[src/rtl/uart_tx_sched.sv]
// uart_tx_sched
//   Transmit scheduler for the board UART. Bytes written by the CPU I/O path
//   are queued in a circular FIFO. The scheduler pops them one at a time and
//   presents each byte on uart_txd_data with a one-cycle uart_transmit pulse.
//   It then waits for uart_txd_done, plus an optional idle gap, before it
//   starts the next byte. A watchdog aborts a byte whose done never arrives.
//
// Parameters
//   DEPTH_LOG2  FIFO depth = 2**DEPTH_LOG2 bytes
//   GAP_CYCLES  idle cycles inserted after each byte completes
//   TIMEOUT     max cycles spent waiting for done; 0 disables the watchdog
//
// Ports
//   clk, rst       clock; asynchronous active-high reset
//   wr_en/wr_data  push strobe and byte from the io write decode
//   flush          drop every queued byte (a byte in flight still completes)
//   clr_flags      clear the sticky overflow/timeout_err flags
//   uart_txd_done  pulse from the transmitter: current byte finished
//   uart_txd_data  byte presented to the transmitter, held until the next pop
//   uart_transmit  one-cycle start pulse to the transmitter
//   level          bytes queued, excluding the byte in flight
//   full, empty    level == depth, level == 0
//   busy           a byte is in flight or bytes are queued
//   overflow       sticky: a write was dropped because the FIFO was full
//   timeout_err    sticky: the watchdog aborted a byte
//
// Every output is a flop. full/empty/busy are registered from the next-state
// values, so they track level and state on the same edge.

module uart_tx_sched #(
  parameter int DEPTH_LOG2 = 4,
  parameter int GAP_CYCLES = 0,
  parameter int TIMEOUT    = 65535
) (
  input  logic                clk,
  input  logic                rst,
  input  logic                wr_en,
  input  logic [7:0]          wr_data,
  input  logic                flush,
  input  logic                clr_flags,
  input  logic                uart_txd_done,
  output logic [7:0]          uart_txd_data,
  output logic                uart_transmit,
  output logic [DEPTH_LOG2:0] level,
  output logic                full,
  output logic                empty,
  output logic                busy,
  output logic                overflow,
  output logic                timeout_err
);

  localparam int DEPTH = 1 << DEPTH_LOG2;
  // wait_cnt only needs to reach TIMEOUT-1, and gap_cnt only GAP_CYCLES-1.
  localparam int WCW = (TIMEOUT < 2) ? 1 : $clog2(TIMEOUT);
  localparam int GCW = (GAP_CYCLES < 2) ? 1 : $clog2(GAP_CYCLES);

  localparam logic [DEPTH_LOG2:0] LVL_FULL  = (DEPTH_LOG2+1)'(DEPTH);
  localparam logic [WCW-1:0]      WAIT_LAST = WCW'((TIMEOUT > 0) ? TIMEOUT - 1 : 0);
  localparam logic [GCW-1:0]      GAP_LAST  = GCW'((GAP_CYCLES > 0) ? GAP_CYCLES - 1 : 0);
  localparam bit                  WDOG_EN   = (TIMEOUT > 0);
  localparam bit                  GAP_EN    = (GAP_CYCLES > 0);

  localparam logic [1:0] S_IDLE  = 2'd0;
  localparam logic [1:0] S_START = 2'd1;
  localparam logic [1:0] S_WAIT  = 2'd2;
  localparam logic [1:0] S_GAP   = 2'd3;

  logic [7:0]            mem [DEPTH];
  logic [DEPTH_LOG2-1:0] wp, rp, wp_nxt, rp_nxt;
  logic [DEPTH_LOG2:0]   level_nxt;
  logic [1:0]            state, state_nxt;
  logic [WCW-1:0]        wait_cnt, wait_nxt;
  logic [GCW-1:0]        gap_cnt, gap_nxt;
  logic [7:0]            data_nxt;
  logic                  xmit_nxt, ovf_nxt, tmo_nxt;
  logic                  push, pop, wait_exit, wdog_hit;

  always_comb begin
    state_nxt = state;
    wp_nxt    = wp;
    rp_nxt    = rp;
    level_nxt = level;
    data_nxt  = uart_txd_data;
    xmit_nxt  = 1'b0;
    wait_nxt  = wait_cnt;
    gap_nxt   = gap_cnt;
    ovf_nxt   = overflow;
    tmo_nxt   = timeout_err;
    pop       = 1'b0;
    wait_exit = 1'b0;
    wdog_hit  = 1'b0;

    // full here is the pre-edge value, so a pop on the same edge does not
    // rescue a write that arrived while the FIFO was full.
    push = wr_en && !full && !flush;

    // Clear first so a simultaneous set event overrides it.
    if (clr_flags) begin
      ovf_nxt = 1'b0;
      tmo_nxt = 1'b0;
    end
    if (wr_en && full) ovf_nxt = 1'b1;

    case (state)
      S_IDLE: begin
        if (!empty && !flush) begin
          pop       = 1'b1;
          data_nxt  = mem[rp];
          xmit_nxt  = 1'b1;
          state_nxt = S_START;
        end
      end
      S_START: begin
        wait_nxt  = '0;
        state_nxt = S_WAIT;
      end
      S_WAIT: begin
        // A done pulse on the watchdog's last cycle counts as a normal finish.
        wdog_hit  = WDOG_EN && (wait_cnt == WAIT_LAST) && !uart_txd_done;
        wait_exit = uart_txd_done || wdog_hit;
        if (wdog_hit) tmo_nxt = 1'b1;
        if (wait_exit) begin
          if (GAP_EN) begin
            gap_nxt   = '0;
            state_nxt = S_GAP;
          end else begin
            state_nxt = S_IDLE;
          end
        end else begin
          wait_nxt = wait_cnt + 1'b1;
        end
      end
      S_GAP: begin
        if (gap_cnt == GAP_LAST) state_nxt = S_IDLE;
        else                     gap_nxt   = gap_cnt + 1'b1;
      end
      default: state_nxt = S_IDLE;
    endcase

    if (flush) begin
      wp_nxt    = '0;
      rp_nxt    = '0;
      level_nxt = '0;
    end else begin
      if (push) wp_nxt = wp + 1'b1;
      if (pop)  rp_nxt = rp + 1'b1;
      if (push && !pop)      level_nxt = level + 1'b1;
      else if (pop && !push) level_nxt = level - 1'b1;
    end
  end

  // Storage has no reset; pointers and level define what is valid.
  always_ff @(posedge clk) begin
    if (push) mem[wp] <= wr_data;
  end

  always_ff @(posedge clk or posedge rst) begin
    if (rst) begin
      state         <= S_IDLE;
      wp            <= '0;
      rp            <= '0;
      level         <= '0;
      full          <= 1'b0;
      empty         <= 1'b1;
      busy          <= 1'b0;
      uart_txd_data <= 8'h00;
      uart_transmit <= 1'b0;
      wait_cnt      <= '0;
      gap_cnt       <= '0;
      overflow      <= 1'b0;
      timeout_err   <= 1'b0;
    end else begin
      state         <= state_nxt;
      wp            <= wp_nxt;
      rp            <= rp_nxt;
      level         <= level_nxt;
      full          <= (level_nxt == LVL_FULL);
      empty         <= (level_nxt == '0);
      busy          <= (state_nxt != S_IDLE) || (level_nxt != '0);
      uart_txd_data <= data_nxt;
      uart_transmit <= xmit_nxt;
      wait_cnt      <= wait_nxt;
      gap_cnt       <= gap_nxt;
      overflow      <= ovf_nxt;
      timeout_err   <= tmo_nxt;
    end
  end

endmodule

[config.mk]
export PLATFORM = sky130hd
export DESIGN_NAME = uart_tx_sched
export DESIGN_NICKNAME = d
export VERILOG_FILES = /design/src/rtl/uart_tx_sched.sv
export SDC_FILE = /design/constraint.sdc
export NUM_CORES = 1
export LEC_CHECK = 0
export CAP_MARGIN = 10
export CORE_MARGIN = 5
export CORE_UTILIZATION = 45
export CTS_CLUSTER_DIAMETER = 150
export DETAILED_ROUTE_END_ITERATION = 6
export PLACE_DENSITY_LB_ADDON = 0.05
export RECOVER_POWER = 100
export SYNTH_ARGS = -nofsm -noshare
export SYNTH_HDL_FRONTEND = slang
export SYNTH_SLANG_ARGS = --single-unit
[constraint.sdc]
create_clock -name clk -period 2.6 [get_ports clk]
set_clock_uncertainty 0.2 [all_clocks]
set_input_delay 0.52 -clock clk [delete_from_list [all_inputs] [get_ports clk]]
set_output_delay 0.52 -clock clk [all_outputs]
set_load 0.02 [all_outputs]
* After elaboration in Yosys (flattened, before gate mapping)
Memory sizes are Yosys's and may differ from the RTL's. A register that Yosys moved wholly into a read port is not among the register bits.
Cells that the tools add are included.
** Cells by class
- $lt $le $gt $ge :: 0
- Add/sub/neg operators :: 6
- Mux-type cells :: 23
- Reduce and logical (&&, ||, !) cells :: 25
- Shift operators :: 0
- Div/mod/pow operators :: 0
- Equality and inequality tests :: 6
- Multiply operators :: 0
- Bitwise operators :: 0
** Operators with widths (number)
- 16-bit one-hot mux with 2 select lines :: 1
- 16-bit by 1-bit adder with 16-bit output (second input constant) :: 1
- 16-bit equality test (second input constant) :: 1
- 16-bit two-way mux :: 1
- 4-bit two-way mux :: 4
- 5-bit two-way mux :: 3
- 1-bit two-way mux :: 10
- 2-bit nonzero test :: 5
- 4-bit by 1-bit adder with 4-bit output (second input constant) :: 2
- 2-bit one-hot mux with 4 select lines :: 1
- 1-bit logical AND :: 7
- 1-bit zero test :: 6
- 2-bit two-way mux :: 3
- 5-bit by 1-bit adder with 5-bit output (second input constant) :: 1
- 5-bit equality test (second input constant) :: 1
- 5-bit zero test :: 1
- 5-bit nonzero test :: 1
- 5-bit by 1-bit subtractor with 5-bit output (second input constant) :: 1
- 2-bit equality test (second input constant) :: 2
- 2-bit AND reduction :: 2
- 2-bit by 1-bit equality test with 1-bit output (second input constant) :: 1
- 2-bit zero test :: 1
- 1-bit logical OR :: 2
- 2-bit inequality test (second input constant) :: 1
- 1-bit adder (second input constant) :: 1
** Word-level totals
- Word-level logic and storage cells :: 73
- Latch bits :: 0
- Output and inout bits :: 19
- Bits in writable memories :: 128
- ROM bits :: 0
- Bits in registers :: 38
- Input bits :: 14
- Memories kept :: 1
** Memory list
- mem :: words 16, bits a word 8, rd ports 1, clocked after memory_dff 1, write ports 1, line 68 : logic [7:0] mem [DEPTH];

* Depth between registers and ports, before layout
- Depth in word-level cells :: 10
- Gate-level depth with buffers :: 9
- Depth with buffers taken out :: 8

* Worst setup path after synthesis
OpenSTA, ideal clock, no wires.
- Path type :: input -> register
- From :: input port flush
- To :: register busy
- Slack :: -0.017 ns
- Setup time :: 0.139 ns
- Data required time :: 2.261 ns
- Buffers on the path :: 2
- Arrival :: 2.278 ns
- Stages :: 8
- Path through :: buf_2 > or4_4 > buf_2 > nor4_1 > a31oi_1 > xor2_1 > a31oi_1 > or4_1
** Between the ends
- Word-level cells in the longest chain between the ends :: 10
- Elaborated cells between the ends (all ways) :: 17
- Those cells by class :: mux (7); reduce/logical (10)
** RTL lines
- start: declaration :: line 39 : input logic flush,
- 1-bit zero test :: line 95, 106
- 1-bit logical AND :: line 106 : if (!empty && !flush) begin
- 1-bit two-way mux :: line 106
- 1-bit two-way mux :: line 104 : case (state)
- 1-bit logical AND or 1-bit zero test (tied branches) :: line 148, 147
- 5-bit two-way mux or 1-bit logical AND (tied branches) :: line 148, 147
- 5-bit two-way mux :: line 147 : if (push && !pop) level_nxt = level + 1'b1;
- 5-bit two-way mux :: line 140 : if (flush) begin
- 5-bit nonzero test :: line 179 : busy <= (state_nxt != S_IDLE) || (level_nxt != '0);
- 1-bit logical OR (*) :: line 179
- end signal: assignment :: line 179
- end: declaration :: line 47 : output logic busy,
Every way passes the cells marked *; elsewhere a longest branch is shown, timed or not.
A chain may end at the register's enable or synchronous reset.

* Worst setup path after layout
- From :: input port wr_en
- To :: memory mem[12][1] (enable)
** Between the ends
- Word-level cells in the longest chain between the ends :: 4
** RTL lines
- start: declaration :: line 37 : input logic wr_en,
- 1-bit logical AND (2 in series) :: line 95 : push = wr_en && !full && !flush;
- 1-bit two-way mux :: line 154 : if (push) mem[wp] <= wr_data;
- 1-bit two-way mux (not written as such) :: line 154
- end: declaration :: line 68
Every way passes these cells.

==> results.cfg <==
[route]
vias = 3986
drc = 0
totalWireLength_mm = 14.8
ant_nets = 0
drtIter0Drc = 253
firstDrtPassIters = 4
drt-wirelength-per-cell_um = 19.7
viasPerCell = 5.30

[finish]
fill_cells = 1324
multiInputGateArea_sq_um = 2010
diodes = 0
stdcell_area_sq_um = 8600
final_layout_size_suffix_gt1_share_pct = 18.3
areaGrowthSynthToFinish_pct = 21.0
seq_area_sq_um = 4970
fin_nets = 546

[sta]
tns_ns = 0
worst-slew-pin-transition_ns = 1.48
post-route-min-period_ns = 2.55
finalHoldViolCount = 0
fin_hold_ws_ns = 0.297
rsz0062_at_grt = false
setup_viol = 0
timing.final.ws_setup_ns = 0.0485
drv_slew = 0
finalCritPeriodShare_pct = 98.1
fmax_ghz = 0.392
maxSlewHeadroom_pct = 1.26

[setup_path]
worstReg2RegStart = state[0]
worstSetupPathDepth = 7
critPathLaunchType = input port
worstPathMaxFanout = 8
cp-startpoint = wr_en
end_kind = flip-flop
regToRegEndpoint = busy
endpoint = mem[12][1]
reg2regPathDepth = 6
arrival_ns = 2.40
rrSetupSlack_ns = 0.15
critPathSlowestCell = dlygate4sd3_1
critPathTopFamily = buffers and inverters
critPathBufInv = 3
path_class = input port to flip-flop
cp_common_cell = clkbuf_1
crit_path_max_incr_delay_ns = 0.57
required_ns = 2.45
worstPathCellList = dlygate4sd3_1 -> nand2b_1 -> clkbuf_1 -> nor2_1 -> and3_1 -> and2_0 -> clkbuf_1

[power_and_ir_drop]
p_int_uw = 5600
power_frac_comb_pct = 21.9
p_total_uw = 7690
p_leak_uw = 0.00308
p_sw_uw = 2090
powerDensity_nw_per_um2 = 894
power_frac_seq_pct = 42.7
sw_frac_of_total_pct = 27.2
clkPwrFrac_pct = 35.4
ir_drop_mv = 0.515

[clock_network]
cts_hold_buf = 0
cts_tree = yes
path_clk_slew_ns = 0.06
cts_buffer_depth = 2
cts_buffers = 17
cts.htree.levels = 4
clock-sinks = 173
clock_latency_ns = 0.42
cts-root-buf = clkbuf_16

[synthesis]
synth_xor_area_share_pct = 1.48
synth_area_sq_um = 7100
synth-compound-area-share_pct = 3.15
synth.distinct_cells = 38
ys_top_cells_by_count = edfxtp_1, dfrtp_1, mux4_2
synth_adder_area_share_pct = 1.59
syn_avg_cell_area_sq_um = 16.0
netlist_instances = 443
synth_most_common_cell = edfxtp_1
synth_flop_cell = edfxtp_1
synth-seq-cells = 173
yosys-top-cells-area = edfxtp_1, dfrtp_1, mux4_2, mux2i_1, o21ai_0
yosysTopAreaCellShare_pct = 54.1
synthMuxAreaShare_pct = 12.8
syn_nets = 466
synth_top_family_by_area = multiplexers
synth-async-reset-ratio_pct = 26.0
yosysWarnings = 0
synth-seq-area-share_pct = 70.0
yosysTopAreaCell = edfxtp_1
synth-simple-area-share_pct = 9.30
synth-edff-count = 128

[die]
start_util_pct = 45.4
die_w_um = 136
ioPinCount = 33
die-area_sq_um = 18400
num_rows = 46
coreArea_sq_um = 15700
dieHeight_um = 136

[placed_design]
portBuffers = 32
post-dp-hpwl_mm = 9.81
pre_cts_slack_ns = -0.336
place_area_sq_um = 8180
gp_congestion = 0.819

[grt]
grt_pass1_wl_mm = 23.5
grt_max_degree = 36
track_usage_pct = 17.3
grt_overflow = 0
antenna_found_initial = 0
grt_pass1_vias = 4159

[flow_run]
drv_cap = 0

[run_status]
outcome = finished clean

[min_path]
hold_path_class = flip-flop to flip-flop
[how the worst min path moves through the flow]
| stage | slack, ns | endpoint | startpoint | cells after the start |
|---|---|---|---|---|
| floorplan | 0.26 | wait_cnt[15] | wait_cnt[15] | 1 |
| detailed placement | 0.29 | wait_cnt[15] | wait_cnt[15] | 1 |
| global route | 0.31 | wait_cnt[9] | wait_cnt[9] | 1 |
| finish | 0.30 | wait_cnt[11] | wait_cnt[11] | 1 |
| CTS | 0.25 | uart_txd_data[4] | rst | 3 |
| global placement | 0.28 | wait_cnt[9] | wait_cnt[9] | 1 |
[power groups by stage]
stage	clock (uW)	sequential (uW)	combinational (uW)
5_1_grt	2920	3300	1850
3_5_place_dp	0	3340	1770
2_1_floorplan	0	3420	999
4_1_cts	2780	3290	1780
6_report	2720	3280	1690
3_3_place_gp	0	3340	1760
[stage by stage]
| step | instances | utilization, % |
|---|---|---|
| final | 752 | 54.9 |
| after floorplan | 443 | - |
| after global routing | 752 | 54.9 |
| after global placement | 718 | 52.2 |
| after CTS | 750 | 56.3 |
| after detailed placement | 718 | 52.2 |
[repair_timing]
item                                    4_1_cts  5_1_grt
endpoints found under the setup margin        0        1
buffers inserted                              0        2
gates resized for setup                       0        1
[state kept, by name, summed over array words and instances, names as in the netlist]
register,flops
state,2
full,1
timeout_err,1
wait_cnt,16
rp,4
overflow,1
empty,1
busy,1
wp,4
level,5
uart_transmit,1
mem,128
uart_txd_data,8
[metal layers]
layer | track usage (%) | up-vias | part of all wire (%)
met5 | 0 | - | 0
met4 | 5.04 | 0 | 0.37
met3 | 3.97 | 2 | 3.9
met2 | 28.8 | 67 | 52
met1 | 22.8 | 2076 | 44
li1 | - | 1841 | -
[placed cells by master (no fill, tap or decap), types with 5 or more instances in the layout]
master	n
nor2_1	26
nand3_1	13
mux4_2	32
nand2_1	29
and2_0	17
o21ai_0	24
clkbuf_2	8
nor4_1	6
clkbuf_16	17
buf_4	13
and3_1	5
nand4_1	7
dfrtp_1	43
a21oi_1	10
ha_1	9
inv_6	5
inv_1	10
mux2i_1	19
nand2b_1	5
clkbuf_1	20
edfxtp_1	128
buf_12	5
dlygate4sd3_1	29
xor2_1	8
[cells by family after synthesis]
family | after synthesis
AOI/OAI and AO/OA | 42
xor gates and xnor gates | 12
adders and majority gates | 9
buffers and inverters | 30
DFF | 173
muxes | 51
and+or+nand+nor | 126
[layout make-up]
type,instances,area share [%]
well taps,216,3.14
multi-input cells,240,23.4
repair buffers,80,7.74
clock buffers,19,5.04
clock inverters,13,2.33
flip-flops and latches,173,57.8
inverters,11,0.480
(Power assumes the default switching activity.)
